$ cat src/rtl/ifu_fetch_if.sv
// Fetch-stage bus bundle: instruction-memory handshake, decode-side
// instruction stream and the redirect input from execute.
interface ifu_fetch_if;
  logic        imem_req;
  logic [31:0] imem_addr;
  logic        imem_gnt;
  logic        imem_rvalid;
  logic [31:0] imem_rdata;
  logic        inst_valid;
  logic [31:0] inst;
  logic [31:0] inst_pc;
  logic        inst_ready;
  logic        redirect_valid;
  logic [31:0] redirect_pc;

  modport master (
    output imem_req, imem_addr, inst_valid, inst, inst_pc,
    input  imem_gnt, imem_rvalid, imem_rdata, inst_ready, redirect_valid, redirect_pc
  );

  modport slave (
    input  imem_req, imem_addr, inst_valid, inst, inst_pc,
    output imem_gnt, imem_rvalid, imem_rdata, inst_ready, redirect_valid, redirect_pc
  );
endinterface

$ cat src/rtl/ifu_fetch.sv
// RV32I instruction fetch: owns the PC, keeps one memory request in flight,
// buffers returned words with their PCs, and flushes on redirect.
module ifu_fetch #(
  parameter logic [31:0] RESET_PC   = 32'h0000_0000,
  parameter int          FIFO_DEPTH = 2
) (
  input  logic         clk,
  input  logic         rst_n,
  ifu_fetch_if.master  bus
);

  localparam int PW = $clog2(FIFO_DEPTH);
  localparam int CW = PW + 1;
  localparam logic [CW-1:0] DEPTH_C = CW'(FIFO_DEPTH);
  localparam logic [31:0]   NOP     = 32'h0000_0013;

  typedef enum logic [1:0] {S_RUN, S_WAIT, S_DROP} state_t;

  state_t          state;
  logic [31:0]     pc;
  logic [31:0]     req_pc;
  logic [PW-1:0]   wptr;
  logic [PW-1:0]   rptr;
  logic [CW-1:0]   count;
  logic [31:0]     buf_inst [FIFO_DEPTH];
  logic [31:0]     buf_pc   [FIFO_DEPTH];

  logic            full;
  logic            req;
  logic            accept;
  logic            push;
  logic            pop;
  logic            redir;
  logic [31:0]     redir_pc;

  assign redir    = bus.redirect_valid;
  assign redir_pc = {bus.redirect_pc[31:2], 2'b00};
  assign full     = (count == DEPTH_C);

  // Requests only when the outstanding response is guaranteed a free slot;
  // the registered count is used so inst_ready never reaches imem_req.
  assign req    = rst_n && (state == S_RUN) && !full && !redir;
  assign accept = req && bus.imem_gnt;
  assign push   = (state == S_WAIT) && bus.imem_rvalid && !redir;
  assign pop    = (count != '0) && bus.inst_ready && !redir;

  assign bus.imem_req  = req;
  assign bus.imem_addr = pc;

  always_ff @(posedge clk or negedge rst_n) begin
    if (!rst_n) begin
      state  <= S_RUN;
      pc     <= RESET_PC;
      req_pc <= RESET_PC;
    end else if (redir) begin
      pc <= redir_pc;
      // A stale response still in flight must be swallowed in DROP.
      case (state)
        S_WAIT:  state <= bus.imem_rvalid ? S_RUN : S_DROP;
        S_DROP:  state <= bus.imem_rvalid ? S_RUN : S_DROP;
        default: state <= S_RUN;
      endcase
    end else begin
      case (state)
        S_RUN: if (accept) begin
          req_pc <= pc;
          pc     <= pc + 32'd4;
          state  <= S_WAIT;
        end
        S_WAIT:  if (bus.imem_rvalid) state <= S_RUN;
        S_DROP:  if (bus.imem_rvalid) state <= S_RUN;
        default: state <= S_RUN;
      endcase
    end
  end

  always_ff @(posedge clk or negedge rst_n) begin
    if (!rst_n) begin
      wptr  <= '0;
      rptr  <= '0;
      count <= '0;
    end else if (redir) begin
      wptr  <= '0;
      rptr  <= '0;
      count <= '0;
    end else begin
      if (push) wptr <= wptr + 1'b1;
      if (pop)  rptr <= rptr + 1'b1;
      count <= count + CW'(push) - CW'(pop);
    end
  end

  always_ff @(posedge clk) begin
    if (push) begin
      buf_inst[wptr] <= bus.imem_rdata;
      buf_pc[wptr]   <= req_pc;
    end
  end

  assign bus.inst_valid = (count != '0);
  assign bus.inst       = (count != '0) ? buf_inst[rptr] : NOP;
  assign bus.inst_pc    = (count != '0) ? buf_pc[rptr]   : 32'h0;

  logic unused_ok;
  assign unused_ok = &{1'b0, bus.redirect_pc[1:0]};

  a_no_push_full: assert property (@(posedge clk) disable iff (!rst_n) !(push && full));

endmodule
$ cat src/flat_wrapper.sv
// flat-port wrapper written by rule: the top's interface ports become plain ports
module ifu_fetch_flat 
#(
  parameter logic [31:0] RESET_PC   = 32'h0000_0000,
  parameter int          FIFO_DEPTH = 2
)
  (clk, rst_n, bus_imem_req, bus_imem_addr, bus_inst_valid, bus_inst, bus_inst_pc, bus_imem_gnt, bus_imem_rvalid, bus_imem_rdata, bus_inst_ready, bus_redirect_valid, bus_redirect_pc);
  ifu_fetch_if bus_i ();
  input  logic clk;
  input  logic rst_n;
  output wire logic [$bits(bus_i.imem_req)-1:0] bus_imem_req;
  output wire logic [$bits(bus_i.imem_addr)-1:0] bus_imem_addr;
  output wire logic [$bits(bus_i.inst_valid)-1:0] bus_inst_valid;
  output wire logic [$bits(bus_i.inst)-1:0] bus_inst;
  output wire logic [$bits(bus_i.inst_pc)-1:0] bus_inst_pc;
  input wire logic [$bits(bus_i.imem_gnt)-1:0] bus_imem_gnt;
  input wire logic [$bits(bus_i.imem_rvalid)-1:0] bus_imem_rvalid;
  input wire logic [$bits(bus_i.imem_rdata)-1:0] bus_imem_rdata;
  input wire logic [$bits(bus_i.inst_ready)-1:0] bus_inst_ready;
  input wire logic [$bits(bus_i.redirect_valid)-1:0] bus_redirect_valid;
  input wire logic [$bits(bus_i.redirect_pc)-1:0] bus_redirect_pc;
  assign bus_imem_req = bus_i.imem_req;
  assign bus_imem_addr = bus_i.imem_addr;
  assign bus_inst_valid = bus_i.inst_valid;
  assign bus_inst = bus_i.inst;
  assign bus_inst_pc = bus_i.inst_pc;
  assign bus_i.imem_gnt = bus_imem_gnt;
  assign bus_i.imem_rvalid = bus_imem_rvalid;
  assign bus_i.imem_rdata = bus_imem_rdata;
  assign bus_i.inst_ready = bus_inst_ready;
  assign bus_i.redirect_valid = bus_redirect_valid;
  assign bus_i.redirect_pc = bus_redirect_pc;
  ifu_fetch #(.RESET_PC(RESET_PC), .FIFO_DEPTH(FIFO_DEPTH)) u_core (.clk(clk), .rst_n(rst_n), .bus(bus_i));
endmodule
$ cat config.mk
export PLATFORM = sky130hd
export DESIGN_NAME = ifu_fetch_flat
export DESIGN_NICKNAME = d
export VERILOG_FILES = /design/src/rtl/ifu_fetch_if.sv /design/src/rtl/ifu_fetch.sv /design/src/flat_wrapper.sv
export SDC_FILE = /design/constraint.sdc
export NUM_CORES = 1
export LEC_CHECK = 0
export BUFFER_PORTS_ARGS = -buffer_cell sky130_fd_sc_hd__buf_2
export CAP_MARGIN = 20
export CORE_AREA = 2 2 167 169
export DETAILED_ROUTE_END_ITERATION = 10
export DIE_AREA = 0 0 169 171
export GPL_TIMING_DRIVEN = 0
export PLACE_DENSITY = 0.56
export SETUP_SLACK_MARGIN = 0.1
export SLEW_MARGIN = 40
export SYNTH_ARGS = -nofsm -noshare
export SYNTH_HDL_FRONTEND = slang
export SYNTH_SLANG_ARGS = --single-unit
export TNS_END_PERCENT = 1
$ cat constraint.sdc
create_clock -name clk -period 6.2 [get_ports clk]
set_clock_uncertainty 0.15 [all_clocks]
set_input_delay 0.31 -clock clk [delete_from_list [all_inputs] [get_ports clk]]
set_output_delay 0.31 -clock clk [all_outputs]
set_load 0.005 [all_outputs]
### Yosys cells after proc, flatten, opt, wreduce, memory -nomap -nowiden

Memory sizes are Yosys's and may differ from the RTL's.
Cells that the tools add are included.

| cells by class | value |
|---|---|
| add/sub/neg operators | 5 |
| equality and inequality tests | 5 |
| mux-type cells | 18 |
| bitwise logic cells | 1 |
| reduce and logical (&&, ||, !) cells | 20 |

Operator list:

| operator | number |
|---|---|
| two-way mux 32 bit | 5 |
| adder 32 x 3 -> 32 bit (second input constant) | 1 |
| two-way mux 2 bit | 6 |
| nonzero test 2 bit | 5 |
| logical AND 1 bit | 8 |
| two-way mux 1 bit | 6 |
| == test 2 bit (second input constant) | 2 |
| one-hot mux 2 bit (2 select lines) | 1 |
| AND reduction 2 bit | 2 |
| inequality test 3 x 1 -> 1 bit (second input constant) | 1 |
| inequality test 3 x 2 -> 1 bit (second input constant) | 1 |
| AND reduction 3 bit | 1 |
| adder 1 bit (second input constant) | 2 |
| adder 2 x 1 -> 2 bit | 1 |
| == test 2 x 1 -> 1 bit (second input constant) | 1 |
| logical NOT 1 bit | 2 |
| logical NOT 2 bit | 1 |
| OR reduction 2 bit | 1 |
| subtractor 2 x 1 -> 2 bit | 1 |
| inverter 1 bit | 1 |

| storage, ports and cells | value |
|---|---|
| flip-flop bits (word level) | 70 |
| bits in writable memories | 128 |
| input bits | 70 |
| output and inout port bits | 98 |
| word-level logic and storage cells | 57 |
| memories kept | 2 |

Memories:

| memory | depth | bits a word | read ports | clocked after memory_dff | write ports | RTL line | RTL |
|---|---|---|---|---|---|---|---|
| u_core.buf_inst | 2 | 32 | 1 | 0 | 1 | ifu_fetch.sv:25 | `logic [31:0] buf_inst [FIFO_DEPTH];` |
| u_core.buf_pc | 2 | 32 | 1 | 0 | 1 | ifu_fetch.sv:26 | `logic [31:0] buf_pc [FIFO_DEPTH];` |

### Logic depth before layout (Yosys ltp)

Gate-level depths: netlist of the first run.

| logic depth | value |
|---|---|
| depth after elaboration | 8 |
| mapped depth | 9 |
| mapped depth without buffers | 9 |

### Worst setup path after synthesis of the first run

Ideal clock, no wire load.

| timing | value |
|---|---|
| path kind | input -> register |
| from | input port bus_redirect_valid |
| to | memory u_core.buf_inst[0][0] (enable) |
| setup time | 559 ps |
| arrival time | 5115 ps |
| data required time | 5491 ps |
| slack | 376 ps |
| stages | 4 |
| path buffers | 3 |
| path through | buf_2 -> clkbuf_1 -> clkbuf_1 -> nor3_1 |

| on the way | value |
|---|---|
| longest elaborated chain between the ends | 4 |

RTL lines:

| what | RTL line | RTL |
|---|---|---|
| start: declaration | flat_wrapper.sv:20 | `input wire logic [$bits(bus_i.redirect_valid)-1:0] bus_redirect_valid;` |
| logical NOT 1 bit | ifu_fetch.sv:44 | `assign push = (state == S_WAIT) && bus.imem_rvalid && !redir;` |
| logical AND 1 bit | ifu_fetch.sv:44 |  |
| two-way mux 1 bit | ifu_fetch.sv:94 | `if (push) begin` |
| two-way mux 1 bit (implied by the code) | ifu_fetch.sv:95 | `buf_inst[wptr] <= bus.imem_rdata;` |
| end: declaration | ifu_fetch.sv:25 |  |

Every way passes these cells.

### Worst setup path in the final report of the first run

| timing | value |
|---|---|
| from | register u_core.count[0] |
| to | output port bus_inst[26] |

| on the way | value |
|---|---|
| longest elaborated chain between the ends | 2 |

RTL lines:

| what | RTL line | RTL |
|---|---|---|
| start: declaration | ifu_fetch.sv:24 | `logic [CW-1:0] count;` |
| start signal: assignment | ifu_fetch.sv:89 | `count <= count + CW'(push) - CW'(pop);` |
| nonzero test 2 bit | ifu_fetch.sv:101 | `assign bus.inst = (count != '0) ? buf_inst[rptr] : NOP;` |
| two-way mux 32 bit | ifu_fetch.sv:101 |  |
| end: declaration | flat_wrapper.sv:14 | `output wire logic [$bits(bus_i.inst)-1:0] bus_inst;` |

Every way passes these cells.

==> summary.md, run 1 <==
| Metric | Value |
|---|---|
| Result of the run | `finished, final reports clean` |
| Clock buffers created by TritonCTS | `17` |
| Overall via count from detail_route | `5,731` |
| Effective utilization at floorplan | `29.33%` |
| CTS resizes | `0` |
| Cell area after layout | `0.01057 mm2` |
| GRT Resource Usage Total | `15.02%` |
| Buffers added on ports | `160` |
| Synth Area in Simple Gates | `15.41%` |
| Transition time at the pin with the least slew margin | `0.8239 ns` |
| Antenna violation net count after detailed routing | `0` |
| Count of distinct cell types in the synthesized netlist | `52` |
| Post-CTS setup buffer count | `0` |
| Synthesized-area fraction occupied by adder cells | `0.7805%` |
| Die outline width | `169 um` |
| Detail-routed net length per standard cell | `17.10 um` |
| Buffers from clock root to sink, at most | `2` |
| Sequential area share after synthesis | `67.06%` |
| Placer congestion estimate | `0.8265` |
| Final clock period utilization by the worst path | `49.51%` |
| Residual DRC count | `0` |
| Maximum number of pins on one net before global-route repair | `58` |
| Die Area | `0.02890 mm2` |
| Number of placed instances, taps included | `1,163` |
| Classification of the worst-slack hold path | `in2reg` |
| Total of warnings raised by yosys | `0` |
| Share of flip-flops with an asynchronous set or reset after synthesis | `34.74%` |
| Placed standard-cell area | `0.009418 mm2` |
| Dominant combinational cell family by area after synthesis | `simple AND/OR/NAND/NOR gates` |
| Max-cap check violation count | `0` |
| Headroom to the max-slew limit | `45.07%` |
| Drt initial violations | `349` |
| RSZ-0062 raised after global routing | `false` |
| Kind of capture point of the worst setup path | `output pin` |
| Remaining Overflow, GRT | `0` |
| Row count | `61` |
| Crit Path Category | `reg2out` |
| Die height | `171 um` |
| Half-perimeter wire length of the detailed placement result | `15,240 um` |
| Clock-pin slew on the worst setup and hold paths | `0.07 ns` |
| Post-synthesis compound-gate area fraction | `4.324%` |
| Antenna diode count | `0` |
| Mapped cell area | `0.008015 mm2` |
| Total count of hold-check failures in the final report | `0` |
| Leak Pwr | `4.291 nW` |
| Synthesized area divided by synthesized cell count | `12.52 um2` |
| Net count of the finished layout | `965` |
| Routed Wire Length | `21,360 um` |
| Count of final setup violators | `0` |
| Share of final-layout standard cells stronger than drive strength 1 | `26.47%` |
| Via density per instance | `4.588` |
| Max IR drop VDD | `0.1390 mV` |
| Clock Sinks | `190` |
| Timing-limited maximum frequency | `325.8 MHz` |
| Proportion of synthesized area in mux cells | `8.024%` |
| Clock latency at the later pin of the worst-skew pair | `0.42 ns` |
| Xor/xnor share of the synthesized area | `1.748%` |
| Via count of the first global-routing pass | `5,611` |
| Final-report max-slew violation count | `0` |
| Worst EP arrival | `2.61 ns` |
| Clock tree from TritonCTS | `yes` |
| Flip-flop and latch count after synthesis | `190` |
| Number of instances in the synthesized netlist | `640` |
| Data required time of the critical path | `5.74 ns` |
| Max Fanout on Critical Path | `10` |
| Relative area change from synthesis to final layout | `31.88%` |
| Synth Flop Type | `edfxtp_1` |
| Shortest period the worst path allows | `3.070 ns` |
| Worst Setup Start Kind | `flop` |
| Placeable core area | `0.02732 mm2` |
| Number of synthesized flops with an enable pin | `124` |
| Power per cell area | `282.6 mW/mm2` |
| Maximum level of the CTS H-tree | `4` |
| Clk Tree Root Cell | `clkbuf_16` |
| First-pass GRT wire length | `32,390 um` |
| Top-level I/O count | `168` |
| Pre-antenna DRT Iters | `5` |
| Initial antenna violation count | `0` |
| Non-filler instance count after layout | `1,249` |
metrics by stage:
step | worst slack (ns) | hold WS (ns) | power, mW | TNS (ns) | utilization (%)
after CTS | 3.115 | 0.003235 | 3.016 | 0 | 38.68
after global placement | -3.039 | 0.2985 | 1.845 | -188.12 | 33.89
after floorplan | 0.3763 | -0.1356 | 1.709 | 0 | -
final | 3.130 | 0.02291 | 2.988 | 0 | 38.68
after global routing | 2.989 | 0.01591 | 3.116 | 0 | 38.68
after detailed placement | 3.264 | -0.01273 | 1.858 | 0 | 34.47
cell type report:
cell class,count,area [um2]
plain buffers,36,160.2
clock buffers,21,493.0
clock inverters,11,118.9
fillers,2695,16750
inverters,13,48.80
multi-input cells,404,2450
flip-flops and latches,190,5375
well taps,346,432.9
repair buffers,228,1491
logic make-up after synthesis:
logic type | Yosys count
AO/OA/AOI/OAI | 53
XOR/XNOR | 16
adder cells (fa/ha/maj) | 5
buffers and inverters | 49
flip-flops | 190
multiplexers | 64
other | 1
AND/OR/NAND/NOR | 262
worst paths after layout:
check	startpoint	endpoint	slack, ns	cells past startpoint
max reg2reg	u_core.state[1]$_DFFE_PN0P_	u_core.req_pc[23]$_DFFE_PN0P_	3.62	8
min reg2reg	u_core.req_pc[15]$_DFFE_PN0P_	u_core.buf_pc[0][15]$_DFFE_PP_	0.32	0
max in group asynchronous	rst_n	u_core.bus.imem_addr[12]$_DFFE_PN0P_	5.27	3
min	bus_redirect_pc[27]	u_core.bus.imem_addr[27]$_DFFE_PN0P_	0.02	2
max	u_core.count[0]$_DFF_PN0_	bus_inst[26]	3.13	5
min in group asynchronous	rst_n	u_core.req_pc[9]$_DFFE_PN0P_	0.10	2
synth_stat cells, types with 4 or more instances:
master / number / share of area [%]
a21oi_1: 7 / 0.44
inv_1: 13 / 0.61
edfxtp_1: 124 / 46
dfrtp_1: 66 / 21
a31oi_1: 5 / 0.39
and2_1: 5 / 0.39
nand3_1: 16 / 1.0
xnor2_1: 4 / 0.44
ha_1: 5 / 0.78
nor3_1: 5 / 0.31
buf_2: 8 / 0.50
buf_4: 4 / 0.37
o211ai_1: 6 / 0.56
nand4_1: 11 / 0.86
nor2_1: 76 / 3.6
xor2_1: 12 / 1.3
mux2i_1: 62 / 7.7
buf_1: 10 / 0.47
o21ai_0: 17 / 1.1
nand2_1: 120 / 5.6
clkbuf_1: 14 / 0.66
timing repair:
action | 4_1_cts | 5_1_grt
hold buffers | 54 | 0
setup endpoints to repair | 0 | 0
hold endpoints to repair | 151 | 0
report_power, final:
part	leakage (nW)	internal [mW]	switching, mW
logic	2.05	0.129	0.158
clock network	0.291	0.624	0.509
registers	1.95	1.48	0.0905
state kept, by name (all words and copies together), names as in the netlist:
signal                count
u_core.rptr               1
u_core.bus.imem_addr     30
u_core.buf_pc            60
u_core.state              2
u_core.count              2
u_core.buf_inst          64
u_core.req_pc            30
u_core.wptr               1
routing by layer:
metal / global-route usage [%] / vias up / wire, um
met2: 24.68 / 182 / 10150
li1: - / 2760 / -
met1: 20.15 / 2777 / 9819
met3: 3.979 / 12 / 1269
met4: 2.973 / 0 / 121
met5: 0 / - / 0
worst max-delay path, stage by stage, from the launching register on:
cell      delay [ns]
dfrtp_1         0.42
nor2_1          0.48
clkbuf_1        0.58
buf_1           0.44
nor2_1          0.11
buf_2           0.14
cells in the final DEF (no fill, tap or decap), types with 6 or more instances in the layout:
cell type      synthesis  final
clkbuf_1              14     15
o21ai_0               17     17
nand4_1               11     11
inv_1                 13     13
dfrtp_1               66     66
nor2_1                76     76
xor2_1                12     12
clkbuf_16              0     19
o211ai_1               6      6
edfxtp_1             124    124
a21oi_1                7      7
buf_2                  8    171
mux2i_1               62     62
nand3_1               16     16
dlygate4sd3_1          0     54
buf_1                 10     10
buf_4                  4     10
nand2_1              120    120
Note: power is estimated with default switching activity, not from simulation.
==> run 2, diff against run 1 <==
--- a/config.mk
+++ b/config.mk
@@ -11,7 +11,7 @@
 export DETAILED_ROUTE_END_ITERATION = 10
 export DIE_AREA = 0 0 169 171
 export GPL_TIMING_DRIVEN = 0
-export PLACE_DENSITY = 0.56
+export PLACE_DENSITY = 0.57
 export SETUP_SLACK_MARGIN = 0.1
 export SLEW_MARGIN = 40
 export SYNTH_ARGS = -nofsm -noshare
==> constraint.sdc (replaced) <==
create_clock -name clk -period 2.81 [get_ports clk]
set_clock_uncertainty 0.15 [all_clocks]
set_input_delay 0.1405 -clock clk [delete_from_list [all_inputs] [get_ports clk]]
set_output_delay 0.1405 -clock clk [all_outputs]
set_load 0.005 [all_outputs]
==> summary.md, run 2 (synthesized netlist as in run 1, its figures left out) <==
| Metric | Value |
|---|---|
| Hold WS | `0.02133 ns (-0.001578 ns)` |
| Effective utilization at floorplan | `29.33% (unchanged)` |
| Worst EP arrival | `2.21 ns (-0.40 ns)` |
| Kind of capture point of the worst setup path | `output pin` |
| Maximum level of the CTS H-tree | `4 (unchanged)` |
| Headroom to the max-slew limit | `42.64% (-2.4 points)` |
| Top-level I/O count | `168 (unchanged)` |
| RSZ-0062 raised after global routing | `false` |
| Detail-routed net length per standard cell | `17.24 um (+0.83%)` |
| Initial antenna violation count | `0 (unchanged)` |
| Clock-pin slew on the worst setup and hold paths | `0.07 ns (about the same)` |
| Clock latency at the later pin of the worst-skew pair | `0.43 ns (about the same)` |
| Drt initial violations | `351 (+0.57%)` |
| Final clock period utilization by the worst path | `89.16%` |
| Buffers from clock root to sink, at most | `2 (unchanged)` |
| Post-Route Setup TNS | `0 ns (unchanged)` |
| Count of final setup violators | `0 (unchanged)` |
| Die height | `171 um (unchanged)` |
| Crit Path Category | `reg2out` |
| Largest register FFs | `64 (unchanged)` |
| Final-report max-slew violation count | `0 (unchanged)` |
| FF-to-FF setup slack | `0.39 ns (-3.23 ns)` |
| Buffers added on ports | `160 (unchanged)` |
| Via count of the first global-routing pass | `5,630 (+0.34%)` |
| Relative area change from synthesis to final layout | `32.81%` |
| GRT Resource Usage Total | `15.16% (+0.14 points)` |
| Power per cell area | `599.8 mW/mm2 (+110%)` |
| Leak Pwr | `4.330 nW (+0.92%)` |
| Timing-limited maximum frequency | `399.1 MHz` |
| Fin worst setup slack | `0.3047 ns (-2.826 ns)` |
| Clk Tree Root Cell | `clkbuf_16` |
| Pre-antenna DRT Iters | `6 (+1)` |
| Die outline width | `169 um (unchanged)` |
| Via density per instance | `4.621 (+0.71%)` |
| Delay of the slowest cell on the worst path | `0.44 ns (-0.14 ns)` |
| Commonest non-fill, non-tap cell in the layout | `buf_2` |
| Non-filler instance count after layout | `1,256 (+0.56%)` |
| Antenna violation net count after detailed routing | `0 (unchanged)` |
| Global Route met2 Usage | `24.59% (-0.089 points)` |
| Placeable core area | `0.02732 mm2 (unchanged)` |
| Residual DRC count | `0 (unchanged)` |
| Placer congestion estimate | `0.7997 (-3.2%)` |
| Peak-usage layer in the global routing report | `met2` |
| Clock Sinks | `190 (unchanged)` |
| Max Fanout on Critical Path | `10 (unchanged)` |
| Data required time of the critical path | `2.52 ns (-3.22 ns)` |
| GRT met3 Usage | `4.488% (+0.51 points)` |
| Die Area | `0.02890 mm2 (unchanged)` |
| Post-CTS setup buffer count | `0 (unchanged)` |
| Maximum number of pins on one net before global-route repair | `49 (-16%)` |
| Antenna diode count | `0 (unchanged)` |
| Half-perimeter wire length of the detailed placement result | `15,250 um (about the same)` |
| Post-layout util | `38.96% (+0.27 points)` |
| Shortest period the worst path allows | `2.505 ns` |
| Crit path cell chain | `nor2_1 > clkbuf_2 > clkbuf_2 > nor2_1 > buf_2` |
| Result of the run | `finished, final reports clean` |
| Overall via count from detail_route | `5,804 (+1.3%)` |
| Most frequent cells in the layout | `buf_2 (170), edfxtp_1 (124), nand2_1 (120), nor2_1 (76), dfrtp_1 (66)` |
| Met1 capacity usage during global routing | `19.97% (-0.18 points)` |
| Row count | `61 (unchanged)` |
| Slowest cell on the critical path | `nor2_1` |
| Net count of the finished layout | `972 (+0.73%)` |
| Remaining Overflow, GRT | `0 (unchanged)` |
| Share of final-layout standard cells stronger than drive strength 1 | `26.59% (+0.13 points)` |
| Classification of the worst-slack hold path | `in2reg` |
| First-pass GRT wire length | `32,710 um (+0.98%)` |
| Routed Wire Length | `21,650 um (+1.4%)` |
| Clock buffers created by TritonCTS | `17 (unchanged)` |
| Total count of hold-check failures in the final report | `0 (unchanged)` |
| Number of placed instances, taps included | `1,158 (-0.43%)` |
| Max-cap check violation count | `0 (unchanged)` |
| Transition time at the pin with the least slew margin | `0.8572 ns (+0.03326 ns)` |
| Worst Setup Start Kind | `flop` |
| Clock tree from TritonCTS | `yes` |
| Pre-CTS setup slack | `0.02057 ns (-3.243 ns)` |
| Max IR drop VDD | `0.2666 mV (+92%)` |
| Largest register by flop count | `u_core.buf_inst` |
| Regs by FF count | `u_core.buf_inst (64), u_core.buf_pc (60)` |
-- run 2: per-stage QoR --
stage	area, um2	power [mW]
final	10650	6.385
after global placement	9273	4.066
after detailed placement	9428	4.101
after CTS	10640	6.452
after global routing	10650	6.688
after floorplan	8039	3.772
-- run 2: final cells by class --
class | instances | area [um2]
fillers | 2702 | 16680
flip-flops and latches | 190 | 5375
multi-input cells | 404 | 2456
inverters | 13 | 48.80
plain buffers | 36 | 171.4
repair buffers | 235 | 1609
clock buffers | 20 | 467.9
well taps | 346 | 432.9
clock inverters | 12 | 83.83
-- run 2: per-layer routing --
layer	vias to the layer above	part of all wire, %
li1	2776	-
met1	2807	45
met2	201	47
met3	20	6.6
met4	0	1.0
met5	-	0
-- run 2: repair_timing --
item	CTS	global route
gates resized for setup	2	7
hold buffers	66	0
cloned	0	0
endpoints found under the setup margin	33	45
endpoints found under the hold margin	164	0
pin swaps	0	0
-- run 2: final timing paths --
kind	from	end	cells after the start
worst max-delay path	u_core.count[0]$_DFF_PN0_	bus_inst[25]	5
worst min-delay path	bus_redirect_valid	u_core.bus.imem_addr[16]$_DFFE_PN0P_	3
worst max register to register	u_core.state[0]$_DFFE_PN0P_	u_core.req_pc[31]$_DFFE_PN0P_	8
worst min register to register	u_core.req_pc[26]$_DFFE_PN0P_	u_core.buf_pc[1][26]$_DFFE_PP_	0
max in group asynchronous	rst_n	u_core.req_pc[11]$_DFFE_PN0P_	3
min in group asynchronous	rst_n	u_core.req_pc[4]$_DFFE_PN0P_	3
-- run 2: worst max-delay path, delay by kind of cell (launching register included) --
| family | cells | cell delay (ns) |
|---|---|---|
| buffers and inverters | 3 | 0.83 |
| DFF | 1 | 0.42 |
| and+or+nand+nor | 2 | 0.53 |
-- run 2: power breakdown --
part | switching (mW) | internal, mW
clock | 1.06 | 1.21
sequential | 0.198 | 3.26
combinational | 0.355 | 0.297
==> run 3, diff against run 2 <==
--- a/config.mk
+++ b/config.mk
@@ -7,9 +7,9 @@
 export LEC_CHECK = 0
 export BUFFER_PORTS_ARGS = -buffer_cell sky130_fd_sc_hd__buf_2
 export CAP_MARGIN = 20
-export CORE_AREA = 2 2 167 169
+export CORE_AREA = 5 5 162 180
 export DETAILED_ROUTE_END_ITERATION = 10
-export DIE_AREA = 0 0 169 171
+export DIE_AREA = 0 0 167 185
 export GPL_TIMING_DRIVEN = 0
 export PLACE_DENSITY = 0.57
 export SETUP_SLACK_MARGIN = 0.1
==> summary.md, run 3 (synthesized netlist as in run 1, its figures left out) <==
| Metric | Value |
|---|---|
| Clock-pin slew on the worst setup and hold paths | `0.08 ns (about the same)` |
| Regs by FF count | `u_core.buf_inst (64), u_core.buf_pc (60)` |
| Max Fanout on Critical Path | `10 (unchanged)` |
| Die outline width | `167 um (-1.2%)` |
| Top-level I/O count | `168 (unchanged)` |
| Commonest non-fill, non-tap cell in the layout | `buf_2` |
| GRT Resource Usage Total | `13.92% (-1.2 points)` |
| Initial antenna violation count | `0 (unchanged)` |
| Via count of the first global-routing pass | `5,825 (+3.5%)` |
| Antenna violation net count after detailed routing | `0 (unchanged)` |
| Remaining Overflow, GRT | `0 (unchanged)` |
| Placer congestion estimate | `0.8198 (+2.5%)` |
| Final-report max-slew violation count | `0 (unchanged)` |
| Most frequent cells in the layout | `buf_2 (171), edfxtp_1 (124), nand2_1 (120), nor2_1 (75), dlygate4sd3_1 (67)` |
| Non-filler instance count after layout | `1,281 (+2.0%)` |
| First-pass GRT wire length | `33,080 um (+1.1%)` |
| Buffers added on ports | `160 (unchanged)` |
| Crit path cell chain | `dlygate4sd3_1 > buf_6 > buf_12 > buf_12 > buf_12 > buf_12 > buf_12 > nand3_1 > or3_1 > buf_2 > buf_2 > clkbuf_1 > o21ai_0` |
| Max IR drop VDD | `0.3560 mV (+34%)` |
| Crit Path Category | `in2reg` |
| Maximum number of pins on one net before global-route repair | `36 (-27%)` |
| Detail-routed net length per standard cell | `16.83 um (-2.4%)` |
| Pre-antenna DRT Iters | `4 (-2)` |
| Classification of the worst-slack hold path | `in2reg` |
| Antenna diode count | `0 (unchanged)` |
| Total count of hold-check failures in the final report | `0 (unchanged)` |
| Kind of capture point of the worst setup path | `flop` |
| Power per cell area | `599.5 mW/mm2 (about the same)` |
| Headroom to the max-slew limit | `48.74% (+6.1 points)` |
| CP Depth | `13 (+8)` |
| Half-perimeter wire length of the detailed placement result | `15,410 um (+1.0%)` |
| Sequential cell area | `0.005375 mm2 (unchanged)` |
| Residual DRC count | `0 (unchanged)` |
| Count of final setup violators | `0 (unchanged)` |
| Data required time of the critical path | `2.94 ns (+0.42 ns)` |
| Pre-CTS setup slack | `0.1835 ns (+0.1630 ns)` |
| Transition time at the pin with the least slew margin | `0.7660 ns (-0.09117 ns)` |
| Buffers from clock root to sink, at most | `2 (unchanged)` |
| Clk Tree Root Cell | `clkbuf_16` |
| Result of the run | `finished, final reports clean` |
| Largest register FFs | `64 (unchanged)` |
| Hold WS | `0.04835 ns (+0.02701 ns)` |
| Final clock period utilization by the worst path | `91.44% (+2.3 points)` |
| Timing-limited maximum frequency | `389.2 MHz (-2.5%)` |
| Library cell appearing most often on the critical path | `buf_12` |
| Delay of the slowest cell on the worst path | `0.56 ns (+0.12 ns)` |
| Effective utilization at floorplan | `29.35% (about the same)` |
| Worst EP arrival | `2.70 ns (+0.49 ns)` |
| Drt initial violations | `270 (-23%)` |
| Die Area | `0.03090 mm2 (+6.9%)` |
| Number of cells traversed by the worst register-to-register path | `8 (unchanged)` |
| Fin worst setup slack | `0.2404 ns (-0.06423 ns)` |
| Cell area after layout | `0.01082 mm2 (+1.6%)` |
| Worst Setup Start Kind | `input pin` |
| Number of placed instances, taps included | `1,175 (+1.5%)` |
| Clock buffers created by TritonCTS | `17 (unchanged)` |
| Share of final-layout standard cells stronger than drive strength 1 | `27.45% (+0.86 points)` |
| Footprint of the multi-input gates | `0.002459 mm2 (+0.10%)` |
| Largest register by flop count | `u_core.buf_inst` |
| Placed standard-cell area | `0.009425 mm2 (about the same)` |
| Overall via count from detail_route | `5,691 (-1.9%)` |
| Maximum level of the CTS H-tree | `4 (unchanged)` |
| Clock Sinks | `190 (unchanged)` |
| Row count | `64 (+4.9%)` |
| Die height | `185 um (+8.2%)` |
| Relative area change from synthesis to final layout | `35.00%` |
| Shortest period the worst path allows | `2.570 ns (+0.06423 ns)` |
| Worst hold path depth | `4 (+1)` |
| Clock latency at the later pin of the worst-skew pair | `0.43 ns (about the same)` |
| Placeable core area | `0.02731 mm2 (about the same)` |
| Via density per instance | `4.443 (-3.9%)` |
| Slowest cell on the critical path | `dlygate4sd3_1` |
| PnR Total Power | `6.487 mW (+1.6%)` |
| Fill count | `2,666 (-1.3%)` |
| Clock tree from TritonCTS | `yes` |
| Family with the most delay on the worst path | `buffers and inverters` |
| Leak Pwr | `4.410 nW (+1.8%)` |
| Post-CTS setup buffer count | `0 (unchanged)` |
| Total buffers and inverters traversed by the critical path | `10 (+7)` |
| Net count of the finished layout | `980 (+0.82%)` |
| Max-cap check violation count | `0 (unchanged)` |
| Routed Wire Length | `21,550 um (-0.46%)` |
| RSZ-0062 raised after global routing | `true` |
[run 3: changes by cell type in the layout (fill, tap and decap cells not counted), sizes merged]
cell	delta
clkbuf	-5
clkinv	-4
inv	+8
clkinvlp	-1
buf	+8
dlygate4sd3	+2
[run 3: metrics by stage]
step,setup TNS [ns],util (%)
2_1_floorplan,-1.234,-
3_3_place_gp,-105.99,34.04
3_5_place_dp,0,34.52
4_1_cts,0,39.61
5_1_grt,0,39.63
6_report,0,39.63
[run 3: worst paths after layout]
kind                                                from                              endpoint  slack [ns]
max in group asynchronous                          rst_n         u_core.req_pc[28]$_DFFE_PN0P_        1.15
min in group asynchronous                          rst_n         u_core.req_pc[14]$_DFFE_PN0P_        0.53
hold / removal                              bus_imem_gnt  u_core.bus.imem_addr[11]$_DFFE_PN0P_        0.05
hold reg to reg            u_core.req_pc[23]$_DFFE_PN0P_        u_core.buf_pc[0][23]$_DFFE_PP_        0.33
setup reg to reg             u_core.state[1]$_DFFE_PN0P_         u_core.req_pc[19]$_DFFE_PN0P_        0.45
setup / recovery                                   rst_n         u_core.req_pc[28]$_DFFE_PN0P_        0.24
[run 3: worst min-delay path: stages]
cell and delay, ns:
buf_2 0.11, nand3_1 0.11, o311ai_0 0.13, o311ai_0 0.10
[run 3: area by class of cell]
type | count | share of cell area, %
clock buffers | 17 | 3.932
flip-flops and latches | 190 | 49.68
clock inverters | 15 | 1.341
inverters | 13 | 0.4510
repair buffers | 243 | 16.10
well taps | 363 | 4.197
multi-input cells | 404 | 22.72
plain buffers | 36 | 1.584
[run 3: per-layer routing]
layer | part of all wire, % | GRT usage [%]
met3 | 5.1 | 3.287
met5 | 0 | 0
met2 | 51 | 24.20
met1 | 43 | 17.69
met4 | 0.80 | 3.339
[run 3: power breakdown]
part | internal (mW) | switching, mW | total, mW
Sequential | 3.26 | 0.207 | 3.46
Combinational | 0.316 | 0.356 | 0.672
Clock | 1.19 | 1.16 | 2.35
[run 3: what timing repair did]
| item | in CTS | in global routing |
|---|---|---|
| setup endpoints to repair | 43 | 23 |
| pin swaps | 0 | 0 |
| gates resized for setup | 6 | 5 |
| hold buffers | 74 | 0 |
| gates cloned | 0 | 0 |
| endpoints found under the hold margin | 164 | 0 |
